===== config.mk =====
export PLATFORM = sky130hd
export DESIGN_NAME = controle_saida_caixa
export DESIGN_NICKNAME = d
export VERILOG_FILES = /design/src/rtl/controle_saida_caixa.sv
export SDC_FILE = /design/constraint.sdc
export NUM_CORES = 1
export LEC_CHECK = 0
export ABC_AREA = 1
export ABC_CLOCK_PERIOD_IN_PS = 2100
export BUFFER_PORTS_ARGS = -buffer_cell sky130_fd_sc_hd__buf_2
export CAP_MARGIN = 10
export CORE_MARGIN = 2
export CORE_UTILIZATION = 50
export DETAILED_ROUTE_END_ITERATION = 16
export PLACE_DENSITY = 0.78
export RECOVER_POWER = 25
export SYNTH_ARGS = -nofsm -noshare
export SYNTH_HDL_FRONTEND = slang
export SYNTH_SLANG_ARGS = --single-unit
export TNS_END_PERCENT = 5

===== constraint.sdc =====
create_clock -name clock -period 2.1 [get_ports clock]
set_input_delay 0.21 -clock clock [delete_from_list [all_inputs] [get_ports clock]]
set_output_delay 0.21 -clock clock [all_outputs]
set_load 0.02 [all_outputs]

===== src/rtl/controle_saida_caixa.sv =====
// Outlet-side controller for the water tank: accepts dispense requests, drives the
// outlet valve, enforces the level floor and pauses on erro. Optional watchdog: DRAIN_WATCHDOG_EN.
module controle_saida_caixa #(
  parameter int LEVEL_W     = 3,
  parameter int MIN_LEVEL   = 1,
  parameter int DRAIN_TICKS = 4,
  parameter int WD_TICKS    = 16
) (
  input  logic               clock,
  input  logic               reset,
  input  logic [LEVEL_W-1:0] level,
  input  logic               lower,
  input  logic               erro,
  input  logic               req,
  input  logic [LEVEL_W-1:0] amount,
  output logic               ack,
  output logic               valve_s,
  output logic               busy,
  output logic               done,
  output logic               short_fill,
  output logic [LEVEL_W-1:0] dispensed,
  output logic               fault
);

  if (LEVEL_W < 1 || DRAIN_TICKS < 1 || DRAIN_TICKS > 255 || WD_TICKS < 1) begin : g_bad_param
    $error("controle_saida_caixa: parameter out of range");
  end

  localparam logic [LEVEL_W-1:0] MIN_L     = LEVEL_W'(MIN_LEVEL);
  localparam logic [7:0]         TICK_LAST = 8'(DRAIN_TICKS - 1);

  typedef enum logic [1:0] {IDLE, DRAIN, PAUSE, FINISH} state_e;

  state_e             state_q, state_d;
  logic [7:0]         timer_q, timer_d;
  logic [LEVEL_W-1:0] amt_q, amt_d;
  logic [LEVEL_W-1:0] disp_q, disp_d;
  logic               short_q, short_d;
  logic               ack_q, ack_d;
  logic               valve_q, busy_q, done_q;
  logic               level_ok;
  logic               wd_trip;
  logic               fault_q;

  assign level_ok = (level > MIN_L) && lower;

  always_comb begin
    state_d = state_q;
    timer_d = timer_q;
    amt_d   = amt_q;
    disp_d  = disp_q;
    short_d = short_q;
    ack_d   = 1'b0;
    case (state_q)
      IDLE: begin
        if (req && (amount != '0) && !erro && level_ok && !fault_q) begin
          amt_d   = amount;
          disp_d  = '0;
          timer_d = '0;
          short_d = 1'b0;
          ack_d   = 1'b1;
          state_d = DRAIN;
        end
      end
      DRAIN: begin
        // The valve was open for this whole cycle, so it always counts,
        // even when erro sends us to PAUSE at its end.
        if (timer_q == TICK_LAST) begin
          timer_d = '0;
          if (disp_q != '1) disp_d = disp_q + LEVEL_W'(1);
        end else begin
          timer_d = timer_q + 8'd1;
        end
        if (erro) begin
          state_d = PAUSE;
        end else if (disp_d >= amt_q) begin
          state_d = FINISH;
          short_d = 1'b0;
        end else if (wd_trip || !level_ok) begin
          state_d = FINISH;
          short_d = 1'b1;
        end
      end
      PAUSE: begin
        if (!erro) begin
          if (disp_q >= amt_q) begin
            state_d = FINISH;
            short_d = 1'b0;
          end else if (level_ok) begin
            state_d = DRAIN;
          end else begin
            state_d = FINISH;
            short_d = 1'b1;
          end
        end
      end
      FINISH: state_d = IDLE;
      default: state_d = IDLE;
    endcase
  end

  always_ff @(posedge clock or negedge reset) begin
    if (!reset) begin
      state_q <= IDLE;
      timer_q <= '0;
      amt_q   <= '0;
      disp_q  <= '0;
      short_q <= 1'b0;
      ack_q   <= 1'b0;
      valve_q <= 1'b0;
      busy_q  <= 1'b0;
      done_q  <= 1'b0;
    end else begin
      state_q <= state_d;
      timer_q <= timer_d;
      amt_q   <= amt_d;
      disp_q  <= disp_d;
      short_q <= short_d;
      ack_q   <= ack_d;
      valve_q <= (state_d == DRAIN);
      busy_q  <= (state_d != IDLE);
      done_q  <= (state_d == FINISH);
    end
  end

`ifdef DRAIN_WATCHDOG_EN
  localparam int WD_W = $clog2(WD_TICKS + 1);

  logic [WD_W-1:0]    wd_q;
  logic [LEVEL_W-1:0] lvl_q;
  logic               lvl_drop;
  logic               wd_fire;

  assign lvl_drop = (level < lvl_q);
  assign wd_trip  = (state_q == DRAIN) && !lvl_drop && (wd_q == WD_W'(WD_TICKS - 1));
  // Trip only latches the fault when it is the exit actually taken.
  assign wd_fire  = wd_trip && !erro && (disp_d < amt_q);

  always_ff @(posedge clock or negedge reset) begin
    if (!reset) begin
      wd_q    <= '0;
      lvl_q   <= '0;
      fault_q <= 1'b0;
    end else begin
      lvl_q <= level;
      if (ack_d) wd_q <= '0;
      else if (state_q == DRAIN) wd_q <= (lvl_drop || wd_trip) ? '0 : wd_q + WD_W'(1);
      if (wd_fire) fault_q <= 1'b1;
    end
  end
`else
  assign wd_trip = 1'b0;
  assign fault_q = 1'b0;
`endif

  assign ack        = ack_q;
  assign valve_s    = valve_q;
  assign busy       = busy_q;
  assign done       = done_q;
  assign short_fill = short_q;
  assign dispensed  = disp_q;
  assign fault      = fault_q;

endmodule


# After elaboration in Yosys (flattened, before gate mapping)
# Index checks and enable logic that the tools add are counted.
# word_totals
regBits	21
input_bits	11
out_inout_bits	9
elab_cells	62
# op_classes
addsub	2
magnitude_cmp	3
n_eq_ne	10
muxes	25
n_reduce_logical	13
# op_table
cell	n
$mux 8	2
$pmux 8 s2	1
$mux 2	7
$mux 3	4
$add 8x1->8 const B	1
$eq 8x2->1 const B	1
$mux 1	8
$pmux 2 s4	1
$eq 2x2->1 const B	3
$ge 3x3->1	2
$ne 2x2->1 const B	3
$pmux 3 s2	1
$reduce_bool 3->1	2
$eq 2x1->1 const B	2
$logic_and 1x1->1	4
$reduce_and 2->1	2
$reduce_and 4->1	1
$reduce_bool 2->1	2
$add 3x1->3 const B	1
$gt 3x1->1 const B	1
$ne 3x3->1 const B	1
$pmux 1 s3	1
$logic_not 2->1	1
$logic_not 1->1	1

# Longest topological paths before layout
# depth
ltp_word	9
ltp_mapped	14
mapped_depth_nobuf	14

# Worst setup path after synthesis
# Ideal clock, no wire load.
# synth_timing
path_kind	flip-flop to flip-flop
start	register disp_q[1] (netlist: dispensed[1])
end	register busy_q (netlist: busy)
setup_ps	122
arrival_time_ps	2007
required_time_ps	1978
path_slack_ps	-29
path_stages_with_launch	15
path_buffers	0
synth_period_minus_slack_ps	2129
cell_sequence	dfrtp_1 ha_1 nand2_1 nor2_1 o21ai_0 o21a_1 ha_1 nand2_1 nor2_1 nor2_1 nand3_1 nand2_1 nand2_1 nor2_1 nand2_1
# synth_via
elab_chain_len	9
word_cells_on_any_way	13
classes_between	add/sub (1); order compare (2); eq/ne (1); mux (8); reduce/logical (1)
# synth_rtl
item	line	rtl
start, declared	37	logic [LEVEL_W-1:0] disp_q, disp_d;
start signal, assigned	117	disp_q <= disp_d;
$add 3x1->3 / $ne 3x3->1 (equally long branches)	70	if (disp_q != '1) disp_d = disp_q + LEVEL_W'(1);
$mux 3	70	
$mux 3	68	if (timer_q == TICK_LAST) begin
$mux 3	54	case (state_q)
$ge 3x3->1	76	end else if (disp_d >= amt_q) begin
$mux 2	76	
$mux 2	74	if (erro) begin
$pmux 2 s4 (*)	54	
$reduce_bool 2->1 (*)	121	busy_q <= (state_d != IDLE);
end signal, assigned	121	
end, declared	40	logic valve_q, busy_q, done_q;
# Mark *: on every way between the ends. The rest lies on a longest branch, timed or not. The select of a mux whose other input is x is not followed.
# A chain may end at the register's enable or synchronous reset.

# Final worst setup path
# layout_timing
start	register timer_q[0]
end	register busy_q (netlist: busy)
# layout_via
elab_chain_len	8
# layout_rtl
item	line	rtl
start, declared	35	logic [7:0] timer_q, timer_d;
start signal, assigned	115	timer_q <= timer_d;
$eq 8x2->1	68	
$mux 3	68	
$mux 3	54	
$ge 3x3->1	76	
$mux 2	76	
$mux 2	74	
$pmux 2 s4	54	
$reduce_bool 2->1	121	
# Every way passes these cells. The select of a mux whose other input is x is not followed.

==> impl_metrics.ini <==
[worst_setup_path]
crit_path_end_kind = flop
r2r_slack_ns = -0.02
reg2reg_depth = 14
crit_top_cell = nand3_2
timing.rr.start = timer_q[0]
required_ns = 2.33
critPathKind = reg2reg
path_cells = ha_2 > nand3_2 > nor2_4 > buf_6 > nand2_1 > o21ai_2 > inv_1 > ha_1 > nand3_2 > nand3_2 > nand2_2 > nand2_2 > nor2_2 > nand2_1
startpoint = timer_q[0]
crit_end = busy
slowest_delay_ns = 0.40
cp.arrival_ns = 2.35
crit_slowest_cell = dfrtp_1
r2r_end = busy
cp_max_fo = 5
start_kind = flop

[die]
num_rows = 19
die_w_um = 58.7
start_util_pct = 53.3
die_h_um = 58.7
die_area_sq_mm = 0.00345
io_pins = 20
core_area_sq_mm = 0.00281

[timing]
worst_pin_slew_ns = 1.16
finalSetupViolCount = 3
slew_viol_final = 0
min_period_ns = 2.12
rsz0062_at_grt = true
relSlewSlack_pct = 22.8
hold_slack_ns = 0.125
worst_slack_ns = -0.0215
fin_skew_ns = 0.0197
tns_ns = -0.0313
fmax_mhz = 471
fin_crit_sh_pct = 101
finalHoldViolCount = 0

[detailed_routing]
dr.first_iter.drc_count = 36
drt-total-wl_um = 3320
route.detailed.drc = 0
routed_via_density = 5.15
first_pass_iters = 4
wl_per_cell_um = 12.7
ant_nets = 0
via_count = 1344

[power_and_ir_drop]
clkPwrFrac_pct = 9.8
ir_drop_v = 0.000952
internal_power_mw = 1.10
p_seq_share_pct = 27.0
cellPowerDensity_mw_per_mm2 = 1140
power_mw = 2.13
swShare_pct = 48.2
pwr-share-comb_pct = 63.2
p_leak_nw = 0.990
p_switching_mw = 1.03

[clocking]
clk_path_buf_depth = 2
cts-htree-levels = 1
cts_tree = yes
cts_inserted_buffers = 3
clock_latency_ns = 0.32
path_clk_slew_ns = 0.14
clock_sinks = 21
root_buffer = clkbuf_4

[run_status]
failed_checks = negative setup slack
status = complete, but fails checks

[yosys]
synthArstFlopShare_pct = 100
synthFlopType = dfrtp_1
syn_avg_cell_area_sq_um = 7.79
ys_types = 28
synth_nets = 214
ys_seq_elements = 21
netlist_area_sq_mm = 0.00150
synth-edff-count = 0
synthCells = 192
yosys_warnings = 0
synth-seq-area-share_pct = 35.1

[worst_hold_path]
min_from = amount[1]
hold_class = in2reg

[layout]
final_cells = 261
final_util_pct = 66.5
area_growth_pct = 24.7
diodes = 0
final_area_sq_mm = 0.00187
drive_gt1_share_pct = 36.1
final_cell_mix = nand2_1, inv_1, nand3_1
final_common_cell = nand2_1
nets = 253

[global_routing]
grt-ovfl-total = 0
grt_antenna_before_repair = 0
grt_max_degree = 22
grt_use_total_pct = 21.2
grt_pass1_wl_um = 5590
grt_pass1_vias = 1319

[placement]
pre_cts_ws_ns = -0.119
placed_area_sq_mm = 0.00172
hpwl_um = 2350
place_congestion = 0.870
port_buffers = 17
dp_cells = 254

[run]
drv_cap = 0
[per-layer routing]
layer | vias to the layer above | wire, um | global-route usage (%)
met3 | 6 | 81 | 2.64
met4 | 0 | 57 | 9.74
met5 | - | 0 | 0
met2 | 21 | 1640 | 33.5
li1 | 696 | - | -
met1 | 621 | 1550 | 29.2
[synth_stat cells (3+ instances only)]
cell / instances / area share [%]
inv_2: 3 / 0.75
dfrtp_1: 21 / 35
buf_4: 3 / 1.5
o21ai_0: 10 / 3.3
nand3_1: 24 / 8.0
nor2_1: 19 / 4.8
inv_1: 27 / 6.8
ha_1: 11 / 9.2
nand4_2: 4 / 3.3
o21ai_2: 5 / 2.9
a21oi_1: 5 / 1.7
nand2_1: 38 / 9.5
[worst min path at each step]
stage	endpoint	slack, ns	cells after the start
6_report	amt_q[1]	0.12	3
5_1_grt	amt_q[2]	0.14	3
4_1_cts	amt_q[1]	0.12	3
3_5_place_dp	short_fill	0.19	1
3_3_place_gp	short_fill	0.19	1
2_1_floorplan	ack	-0.09	0
[critical path: cells and delay by family (launching register included)]
kind                     cells  cell delay [ns]
adder cells (fa/ha/maj)      2             0.49
AO/OA/AOI/OAI                1             0.08
flip-flops                   1             0.40
AND/OR/NAND/NOR              9             0.86
buffers and inverters        2             0.20
[registers in the layout, indices dropped and copies added, names as in the netlist]
| name | flops |
|---|---|
| ack | 1 |
| amt_q | 3 |
| busy | 1 |
| dispensed | 3 |
| done | 1 |
| short_fill | 1 |
| state_q | 2 |
| timer_q | 8 |
| valve_s | 1 |
[cell type report]
type | instances | area, sq um
fillers | 232 | 940
multi-input cells | 137 | 911
flip-flops and latches | 21 | 528
repair buffers | 38 | 248
inverters | 30 | 113
well taps | 31 | 38.8
clock buffers | 3 | 22.5
clock inverters | 1 | 5.00
[power by group through the flow]
stage | Sequential [mW] | Combinational, mW | Clock (mW)
2_1_floorplan | 0.646 | 0.765 | 0
3_3_place_gp | 0.579 | 1.04 | 0
3_5_place_dp | 0.583 | 1.08 | 0
4_1_cts | 0.576 | 1.12 | 0.208
5_1_grt | 0.591 | 1.50 | 0.229
6_report | 0.576 | 1.35 | 0.209
[repair_timing]
action                                 in CTS  in global routing
setup endpoints to repair                   6                  6
gates resized for setup                     8                 18
endpoints found under the hold margin      21                  0
setup buffers                               0                  2
pin swaps                                   2                 15
hold buffers                                1                  0
[kinds of logic after synthesis]
| group | synth area share, % |
|---|---|
| xor gates and xnor gates | 1.17 |
| DFF | 35.1 |
| AOI/OAI and AO/OA | 10.8 |
| and+or+nand+nor | 33.1 |
| buffers and inverters | 10.4 |
| adders and majority gates | 9.20 |
| other | 0.251 |
(Power assumes the default switching activity.)
